$ cat config.mk
export PLATFORM = sky130hd
export DESIGN_NAME = gpu_mcnt_ctrl
export DESIGN_NICKNAME = d
export VERILOG_FILES = /design/src/rtl/gpu_mcnt_ctrl.sv
export SDC_FILE = /design/constraint.sdc
export NUM_CORES = 1
export LEC_CHECK = 0
export CORE_MARGIN = 2
export CORE_UTILIZATION = 49
export DETAILED_ROUTE_END_ITERATION = 10
export PLACE_DENSITY = 0.86
export SLEW_MARGIN = 10
export SYNTH_ARGS = -nofsm -noshare
export SYNTH_HDL_FRONTEND = slang
export SYNTH_SLANG_ARGS = --single-unit
$ cat constraint.sdc
create_clock -name user_clk -period 2.3 [get_ports user_clk]
set_input_delay 0.23 -clock user_clk [delete_from_list [all_inputs] [get_ports user_clk]]
set_output_delay 0.23 -clock user_clk [all_outputs]
set_load 0.1 [all_outputs]
$ cat src/rtl/gpu_mcnt_ctrl.sv
// Master spectrum counter sequencer with atomic msb/lsb snapshot for software readout.
// Optional build macro GPU_MCNT_AUTO_SNAP_EN adds periodic snapshots every 2^SNAP_LOG2 ticks.
module gpu_mcnt_ctrl #(
   parameter int unsigned MCNT_WIDTH = 48,
   parameter int unsigned SNAP_LOG2  = 20
) (
   input  logic                  user_clk,
   input  logic                  user_rst_n,
   input  logic                  arm,
   input  logic                  sync_in,
   input  logic                  tick,
   input  logic                  snap_req,
   output logic [MCNT_WIDTH-1:0] mcnt,
   output logic                  running,
   output logic                  armed,
   output logic [31:0]           mcnt_msb_out,
   output logic [31:0]           mcnt_lsb_out,
   output logic [31:0]           snap_seq
);

   if (MCNT_WIDTH < 33 || MCNT_WIDTH > 64 || SNAP_LOG2 < 1 || SNAP_LOG2 >= MCNT_WIDTH) begin : g_bad_param
      $error("gpu_mcnt_ctrl: MCNT_WIDTH must be 33..64 and SNAP_LOG2 1..MCNT_WIDTH-1");
   end

   typedef enum logic [1:0] {ST_IDLE, ST_ARMED, ST_RUN} state_t;

   state_t                r_state, w_state_nxt;
   logic                  r_arm_d, r_snap_d;
   logic                  w_arm_edge, w_snap_edge;
   logic                  w_snap_fire;
   logic [MCNT_WIDTH-1:0] r_mcnt, w_mcnt_nxt, w_snap_val;
   logic                  r_running, r_armed;
   logic [31:0]           r_msb, r_lsb, r_seq;

   assign w_arm_edge  = arm & ~r_arm_d;
   assign w_snap_edge = snap_req & ~r_snap_d;

   // NOTE: every variable gets a default before the case so no path leaves it unassigned (no latch).
   always_comb begin
      w_state_nxt = r_state;
      w_mcnt_nxt  = r_mcnt;
      unique case (r_state)
         ST_IDLE: begin
            if (w_arm_edge) w_state_nxt = ST_ARMED;
         end
         ST_ARMED: begin
            if (sync_in) begin
               w_state_nxt = ST_RUN;
               w_mcnt_nxt  = '0;
            end
         end
         ST_RUN: begin
            // Re-arm takes priority; a tick in the same cycle is dropped.
            if (w_arm_edge)  w_state_nxt = ST_ARMED;
            else if (tick)   w_mcnt_nxt  = r_mcnt + MCNT_WIDTH'(1);
         end
         default: w_state_nxt = ST_IDLE;
      endcase
   end

`ifdef GPU_MCNT_AUTO_SNAP_EN
   // The low SNAP_LOG2 bits of mcnt are the interval counter: zeroed on RUN entry, stepped by each tick.
   logic w_auto_snap;
   assign w_auto_snap = (r_state == ST_RUN) & ~w_arm_edge & tick & (&r_mcnt[SNAP_LOG2-1:0]);
   assign w_snap_fire = w_snap_edge | w_auto_snap;
   assign w_snap_val  = w_auto_snap ? w_mcnt_nxt : r_mcnt;
`else
   assign w_snap_fire = w_snap_edge;
   assign w_snap_val  = r_mcnt;
`endif

   // NOTE: sequential state uses non-blocking assignments so all flops see pre-edge values.
   always_ff @(posedge user_clk or negedge user_rst_n) begin
      if (!user_rst_n) begin
         r_state   <= ST_IDLE;
         r_arm_d   <= 1'b0;
         r_snap_d  <= 1'b0;
         r_mcnt    <= '0;
         r_running <= 1'b0;
         r_armed   <= 1'b0;
         r_msb     <= '0;
         r_lsb     <= '0;
         r_seq     <= '0;
      end else begin
         r_state   <= w_state_nxt;
         r_arm_d   <= arm;
         r_snap_d  <= snap_req;
         r_mcnt    <= w_mcnt_nxt;
         r_running <= (w_state_nxt == ST_RUN);
         r_armed   <= (w_state_nxt == ST_ARMED);
         // Both halves and the sequence number move together so software never sees a torn value.
         if (w_snap_fire) begin
            r_msb <= 32'(w_snap_val[MCNT_WIDTH-1:32]);
            r_lsb <= w_snap_val[31:0];
            r_seq <= r_seq + 32'd1;
         end
      end
   end

   assign mcnt         = r_mcnt;
   assign running      = r_running;
   assign armed        = r_armed;
   assign mcnt_msb_out = r_msb;
   assign mcnt_lsb_out = r_lsb;
   assign snap_seq     = r_seq;

endmodule
# Yosys cells after proc, flatten, opt, wreduce, memory -nomap -nowiden
# Index checks and enable logic that the tools add are counted.
# word_totals
output_inout_bits	146
in_bits	6
word_cells	33
reg_bits	134
# op_classes
addsub	2
reduce_logical	4
n_mux	7
n_eq_ne	7
bitwise_logic	4
# op_table
operator	count
$mux W48	3
$pmux W48 S2	1
$add A48 B1 Y48 const B	1
$add A32 B1 Y32 const B	1
$ne A2 B2 Y1 const B	3
$eq A2 B1 Y1 const B	2
$eq A2 B2 Y1 const B	2
$mux W2	2
$pmux W2 S2	1
$reduce_and A4 Y1	1
$and A1 B1 Y1	2
$logic_not A2 Y1	1
$not A1 Y1	2
$reduce_bool A2 Y1	1
$reduce_or A2 Y1	1

# Longest topological paths before layout
# Gate-level depths: netlist of the first run.
# depth
word_depth	5
ltp_mapped	7
depth_no_buf	6

# Worst setup path after synthesis of the first run
# Ideal clock, no wire load.
# synth_timing
path_type	register to register
from	reg r_mcnt[1], in the netlist mcnt[1]
to	reg r_mcnt[34], in the netlist mcnt[34]
slack_ps	-456
path_buffers	1
arrival_ps	2678
setup_ps	78
required_ps	2222
stages_incl_launch_ff	8
synth_period_minus_slack_ps	2756
path_cell_list	dfrtp_1 ha_1 nand3_1 nor2_1 nand4_1 clkbuf_1 or3_1 a21oi_1
# synth_via
elab_chain_len	4
# synth_lines
item	line_no	rtl
start: declaration	31	logic [MCNT_WIDTH-1:0] r_mcnt, w_mcnt_nxt, w_snap_val;
start signal: assignment	88	r_mcnt <= w_mcnt_nxt;
$add A48 B1 Y48	55	else if (tick) w_mcnt_nxt = r_mcnt + MCNT_WIDTH'(1);
$mux W48	55	
$mux W48	54	if (w_arm_edge) w_state_nxt = ST_ARMED;
$pmux W48 S2	42	unique case (r_state)
# No other way between the ends. The select of a mux whose other input is x is not followed.
# A chain may end at the register's enable or synchronous reset.

# Final worst setup path of the first run
# layout_timing
from	reg r_mcnt[7], in the netlist mcnt[7]
to	reg r_mcnt[23], in the netlist mcnt[23]
# Same word-level chain as after synthesis.

==> results of run 1 <==
final cells by class:
type                       count  area share
sequential                   134       0.426
multi-input combinational    467       0.314
timing repair buffer         161       0.154
clock buffer                  20      0.0568
tap                          168      0.0261
clock inverter                12      0.0190
inverter                      10     0.00466
final timing paths:
path                                   endpoint  slack (ns)  cells past startpoint
worst max register to register         mcnt[23]        0.18                      5
worst max-delay path                   mcnt[23]        0.18                      5
worst min register to register     snap_seq[31]        0.47                      1
max in group asynchronous           snap_seq[2]        1.26                      3
worst min-delay path                    r_arm_d        0.31                      1
min in group asynchronous       mcnt_msb_out[2]        0.37                      2
cell usage after synthesis, types with 10 or more instances:
master    count
nand3_1      27
clkbuf_1     22
and3_1       10
o21ai_0      27
xor2_1       21
inv_1        10
xnor2_1      30
or3_1        20
buf_4        16
nand2_1     170
nand4_1      24
dfrtp_1     134
a21oi_1      25
nor2_1       33
worst max-delay path, delay by kind of cell, from the launching register on:
| kind | cells | cell delay, ns |
|---|---|---|
| flops | 1 | 0.47 |
| compound gates | 1 | 0.15 |
| simple gates | 4 | 1.43 |
kinds of logic after synthesis:
kind of cell | share of synthesized area
mux | 0.00185
compound gates | 0.0608
flops | 0.552
buf+inv | 0.0429
simple gates | 0.264
xor+xnor | 0.0735
other cells | 0.000617
fa+ha+maj | 0.00412
power groups by stage:
stage | Sequential, µW | Combinational (µW) | Clock (µW)
final | 2580 | 1230 | 2770
after global routing | 2600 | 1290 | 2930
after CTS | 2580 | 1240 | 2800
after detailed placement | 2620 | 1240 | 0
after global placement | 2620 | 1220 | 0
after floorplan | 3240 | 332 | 0
sequential cells by signal (all words and copies together), names as in the netlist:
signal and cells:
mcnt 48, mcnt_lsb_out 32, snap_seq 32, mcnt_msb_out 16
r_state 2, armed 1, r_arm_d 1, r_snap_d 1
running 1
stage by stage:
step	cells	hold WS [ns]	total power, µW
2_1_floorplan	652	-0.0656	3570
3_3_place_gp	937	0.248	3840
3_5_place_dp	937	0.261	3860
4_1_cts	970	0.299	6620
5_1_grt	972	0.319	6820
6_report	972	0.315	6580
layer usage:
layer / track usage / vias to the layer above / share of wire
li1: - / 2451 / -
met1: 0.315 / 2595 / 0.43
met2: 0.389 / 214 / 0.49
met3: 0.0601 / 30 / 0.066
met4: 0.0755 / 0 / 0.017
met5: 0 / - / 0
timing repair:
action / 4_1_cts / 5_1_grt
resized for setup: 0 / 0
hold endpoints to repair: 60 / 0
setup endpoints to repair: 0 / 1
hold buffers: 1 / 0
setup buffers: 0 / 2
==> results by group, run 1 <==
Placement
  – I/O Buffers: about 140
  – Detailed placement HPWL: 10,500 µm
  – Setup WS pre-CTS: 0.0218 ns
  – Final GP Congestion: between 0.8 and 0.9
  – Placed Area: 7410 µm²

Logic synthesis
  – Syn Inst Count: between 600 and 700
  – FF+latch count, synth: ~130
  – Synthesized cell area: a little over 6000 µm²
  – Synth area leaders: dfrtp_1 55%, nand2_1 11%, xnor2_1 4.3%
  – Synth Warn #: 0
  – Distinct cells, synth: 42
  – Share of the synthesized area in the top cell type: 0.552
  – Post-Syn Area per Cell: 9.53 µm²
  – Post-synth top flop: dfrtp_1
  – Fraction of registers with async set/reset: 1.00
  – Register area share after synthesis: 0.552
  – Synth area leader: dfrtp_1
  – Post-synth EDFFs: 0

STA
  – Setup TNS: 0 ns
  – Minimum clock period: 2.12 ns
  – Final worst setup slack: 0.175 ns
  – Final setup violation count: 0
  – Hold Violations, Final: 0
  – Slew Viols, Final: 0
  – Slew HR: 0.597
  – Period utilization: 0.924
  – Least-Margin Pin Slew: 0.605 ns
  – Layout Skew: 0.0100 ns
  – Fmax: 471 MHz
  – RSZ-0062 raised after global routing: no

Clock network
  – Clock-pin transition on the worst setup and hold timing paths: 0.06 ns
  – Root buf cell: clkbuf_16
  – CTS max path bufs: 2
  – H-Tree Depth: 4
  – Clk_lat worst skew: a little over 0.4 ns
  – Num Clock Sinks: 134
  – CTS tree: done
  – CTS Buf Count: 17

Final layout
  – Area growth syn-to-layout: 32.5%
  – Commonest non-fill, non-tap cell in the layout: nand2_1
  – Fillers: 903
  – Design area: 8050 µm²
  – Commonest cells after routing, fill and taps aside: 170 x nand2_1, 154 x buf_4, 92 x dfrtp_1, 34 x dfrtp_2, 33 x nor2_1
  – Fin util: 0.667
  – Multi-input gate area: 2530 µm²
  – Ant. Diodes: 0
  – Layout cells sized above 1: 0.297
  – Register Area: 3430 µm²
  – Layout Nets: 799

GRT
  – Vias in the first global route: around 5,000
  – Global Route Usage Sum: 0.238
  – Initial antenna violation count: 0
  – GR Overflow Total: 0
  – Largest net degree at the start of global routing: 64
  – First-pass GRT wire length: 24,900 µm

Power and ir drop
  – Sw Ratio: 0.322
  – Pleak: 0.00394 µW
  – Switching Power: 2120 µW
  – Sequential Power Share: 0.392
  – Internal: 4460 µW
  – Peak supply drop: around 500 µV
  – Clock network power share: 0.420
  – Pwr Density: 818 nW/µm²
  – Comb pwr share: 0.187

Floorplanning
  – DIE HEIGHT: 115 µm
  – Initial Util: 0.504
  – Core area: 12,100 µm²
  – Die area: 13,300 µm²
  – IO Pins: 152
  – Die span in x: between 100 and 150 µm
  – Row count: 40

Critical path
  – Worst endpoint required time: between 2 and 3 ns
  – Crit path from: mcnt[7]
  – Max stage delay on crit path: 0.47 ns
  – Worst Path Max Fanout: 7
  – Worst path cell trace: nand4_4 > or3_1 > or4_4 > or4_1 > a21oi_1
  – Crit path max-delay cell type: dfrtp_4
  – Crit end category: flop
  – FF-to-FF Start: mcnt[7]
  – Critical path type: reg2reg
  – Nature of the critical path startpoint: flop
  – WP data arrival: 2.46 ns

Status
  – Outcome: finished clean

Routing
  – Vias per Instance: 5.44
  – Routed WL per cell: 15.6 µm
  – Total number of vias: 5,290
  – Initial DRC Count: 371
  – Routed Antenna Nets: 0
  – 1st-pass router iterations: 5
  – Routed WL: 15,200 µm
  – # DRC: 0

Hold path
  – Min-delay src: arm
  – Tightest Hold Check Type: in2reg

Job
  – Max cap viols: 0
(Power assumes the default switching activity.)
==> inputs of run 2 (changes only) <==
--- a/config.mk
+++ b/config.mk
@@ -5,6 +5,7 @@
 export SDC_FILE = /design/constraint.sdc
 export NUM_CORES = 1
 export LEC_CHECK = 0
+export CAP_MARGIN = 20
 export CORE_MARGIN = 2
 export CORE_UTILIZATION = 49
 export DETAILED_ROUTE_END_ITERATION = 10
==> results of run 2 <==
No change in the layout: final DEF, timing and power equal those of run 1.
==> variant, RTL diff (flow settings as in run 1) <==
The parameter `MCNT_WIDTH` goes from 48 to 40.
--- a/src/rtl/gpu_mcnt_ctrl.sv
+++ b/src/rtl/gpu_mcnt_ctrl.sv
@@ -1,7 +1,7 @@
 // Master spectrum counter sequencer with atomic msb/lsb snapshot for software readout.
 // Optional build macro GPU_MCNT_AUTO_SNAP_EN adds periodic snapshots every 2^SNAP_LOG2 ticks.
 module gpu_mcnt_ctrl #(
-   parameter int unsigned MCNT_WIDTH = 48,
+   parameter int unsigned MCNT_WIDTH = 40,
    parameter int unsigned SNAP_LOG2  = 20
 ) (
    input  logic                  user_clk,
Interface: changed (resized mcnt); port bits go from 152 to 144. The function was not compared with the original's and may differ.
==> variant against run 1 <==
Total power down 3.8%. Die area is 10% lower. Sequential cell count fell by 16. First-iteration DRC count fell by 21%. Area after synthesis fell by 11%. Design area down 9.7%. Worst setup slack worse by 0.037 ns. Count of clock-buffer cells in the layout fell by 1. Sequential power down 10%. Routed wire length fell by 14%. Largest cell class unchanged.
==> variant: results (changes against run 1) <==
The run finished with clean final reports. The slew at the pin closest to its max-slew limit is 0.5929 ns (-0.01159 ns). sky130_fd_sc_hd__nand2_1 is the most common cell in the netlist.

The highest fanout seen on the critical path was 16 (+9); the flip-flop count of the largest register, all copies and words added was 40 (-17%). Type of the most critical hold path: in -> reg. The iteration-0 DRC count of the detailed router is 293 (-21%), and the half-perimeter wire length after detailed placement is 9265 um (-12%). The share of async-settable or async-resettable flops after synthesis is 100.0% (unchanged), and the switching part of the total is 32.92% (+0.71 points).

The leakage power figure was 0.003520 uW (-11%); the pin count of the biggest net entering global routing was 46 (-28%). In this run the worst setup path begins at mcnt[4]. Buffer cell driving the clock tree root: sky130_fd_sc_hd__clkbuf_8. For the number of nets at the end of the flow, the log shows 717 (-10%). In the post-synthesis netlist, the biggest area contributors are sky130_fd_sc_hd__dfrtp_1 (55%), sky130_fd_sc_hd__nand2_1 (10%), sky130_fd_sc_hd__xnor2_1 (6.0%), sky130_fd_sc_hd__buf_4 (3.5%), sky130_fd_sc_hd__nand4_1 (2.2%). The commonest cells after synthesis are sky130_fd_sc_hd__nand2_1 (147), sky130_fd_sc_hd__dfrtp_1 (118), sky130_fd_sc_hd__xnor2_1 (37).

For the met3 layer wire length in the routed design, the log shows 632 um (-36%). Fraction of layout instances using a drive strength above 1: 31.44% (+1.7 points). The tools report the total wire length as 13,020 um (-14%).

The worst-path cell with the longest stage delay was sky130_fd_sc_hd__or4_1. The placer's final routability congestion estimate was 0.8329 (-2.7%). The count of buffers from port buffering is 119 (-12%). The via count of the first global-routing pass came out at 4,367 (-14%). The detailed-routing wirelength on met1 is 5497 um (-15%), and the number of cells in the design after placement is 825 (-12%). The clock-pin transition on the worst setup and hold timing paths is 0.06 ns (about the same), and the global-route total usage across every layer is 22.83% (-1.0 points). The clock latency on the worst-skew pair is 0.52 ns (+0.11 ns), and the maximum cell stage delay along the critical path is 0.47 ns (about the same).

The number of vias per cell came out at 5.306 (-2.5%). The run gives 0 (unchanged) as the number of warnings printed during yosys synthesis. CTS H-tree depth: 4 (unchanged).

The register area share after synthesis was 54.50% (-0.71 points). For the amount of wire on met2 after detailed routing, the log shows 6621 um (-11%). The tools report the power consumed by combinational cells as 1310 uW (+7%). The startpoint of the worst hold path is arm. The endpoint arrival time on the critical path is 2.60 ns (+0.14 ns), and the worst slack at placement is -0.1061 ns (-0.1278 ns). The average wire per standard cell is 15.11 um (-3.3%), and the final clock skew is 0.01102 ns (+0.0009996 ns).

Broken down by cell family, the worst path's largest delay share belongs to simple AND/OR/NAND/NOR gates. The maximum resistive drop on vdd was 0.0007169 V (+44%). The tools report the instance count of the mapped netlist as 564 (-11%). The logs give 2310 uW (-10%) for the sequential cell power and 20,920 um (-16%) for the first-pass GRT wire length. The logs give 36.5% (-2.7 points) for the share of power burned in registers and 0.006611 mm2 (-11%) for the cell area after placement. The run gives 41 (-2.4%) as the number of distinct library cells after synthesis.
==> variant: cell count changes in the layout (fill, tap and decap cells not counted), moves of 8 or more <==
cell                             run 1  this run
sky130_fd_sc_hd__a21oi_1            25        15
sky130_fd_sc_hd__or3_1              20        10
sky130_fd_sc_hd__dfrtp_1            92        78
sky130_fd_sc_hd__buf_4             154       144
sky130_fd_sc_hd__xor2_1             21        13
sky130_fd_sc_hd__o21ai_0            27        14
sky130_fd_sc_hd__conb_1             16        24
sky130_fd_sc_hd__nand2_1           170       147
sky130_fd_sc_hd__nand3_1            27        17
==> variant: logic make-up (layout without fill, tap and decap cells) <==
logic type / Yosys count / after routing / share of synthesized area [%]
xor+xnor: 50 / 50 / 8.083
simple gates: 288 / 288 / 25.54
other cells: 1 / 24 / 0.06922
buf+inv: 57 / 192 / 5.751
fa+ha+maj: 2 / 2 / 0.4618
flops: 118 / 118 / 54.50
compound gates: 48 / 48 / 5.589
==> variant: area by class of cell <==
type	count	area, um2
repair buffers	150	1151
well taps	140	175.2
multi-input cells	412	2258
fillers	849	3528
flip-flops and latches	118	3030
clock inverters	13	180.2
clock buffers	19	431.7
inverters	10	37.54
==> variant: final timing paths <==
| path | end | slack, ns | cells after the start |
|---|---|---|---|
| setup / recovery | mcnt[28] | 0.14 | 6 |
| min in group asynchronous | snap_seq[15] | 0.27 | 2 |
| setup reg to reg | mcnt[28] | 0.14 | 6 |
| hold / removal | r_arm_d | 0.21 | 1 |
| max in group asynchronous | mcnt[4] | 1.24 | 3 |
| hold reg to reg | snap_seq[31] | 0.47 | 1 |
==> variant: routing by layer <==
layer | global-route usage (%) | up-vias
li1 | - | 2152
met1 | 27.88 | 2267
met2 | 38.46 | 130
met3 | 5.918 | 25
met4 | 9.341 | 0
met5 | 0 | -
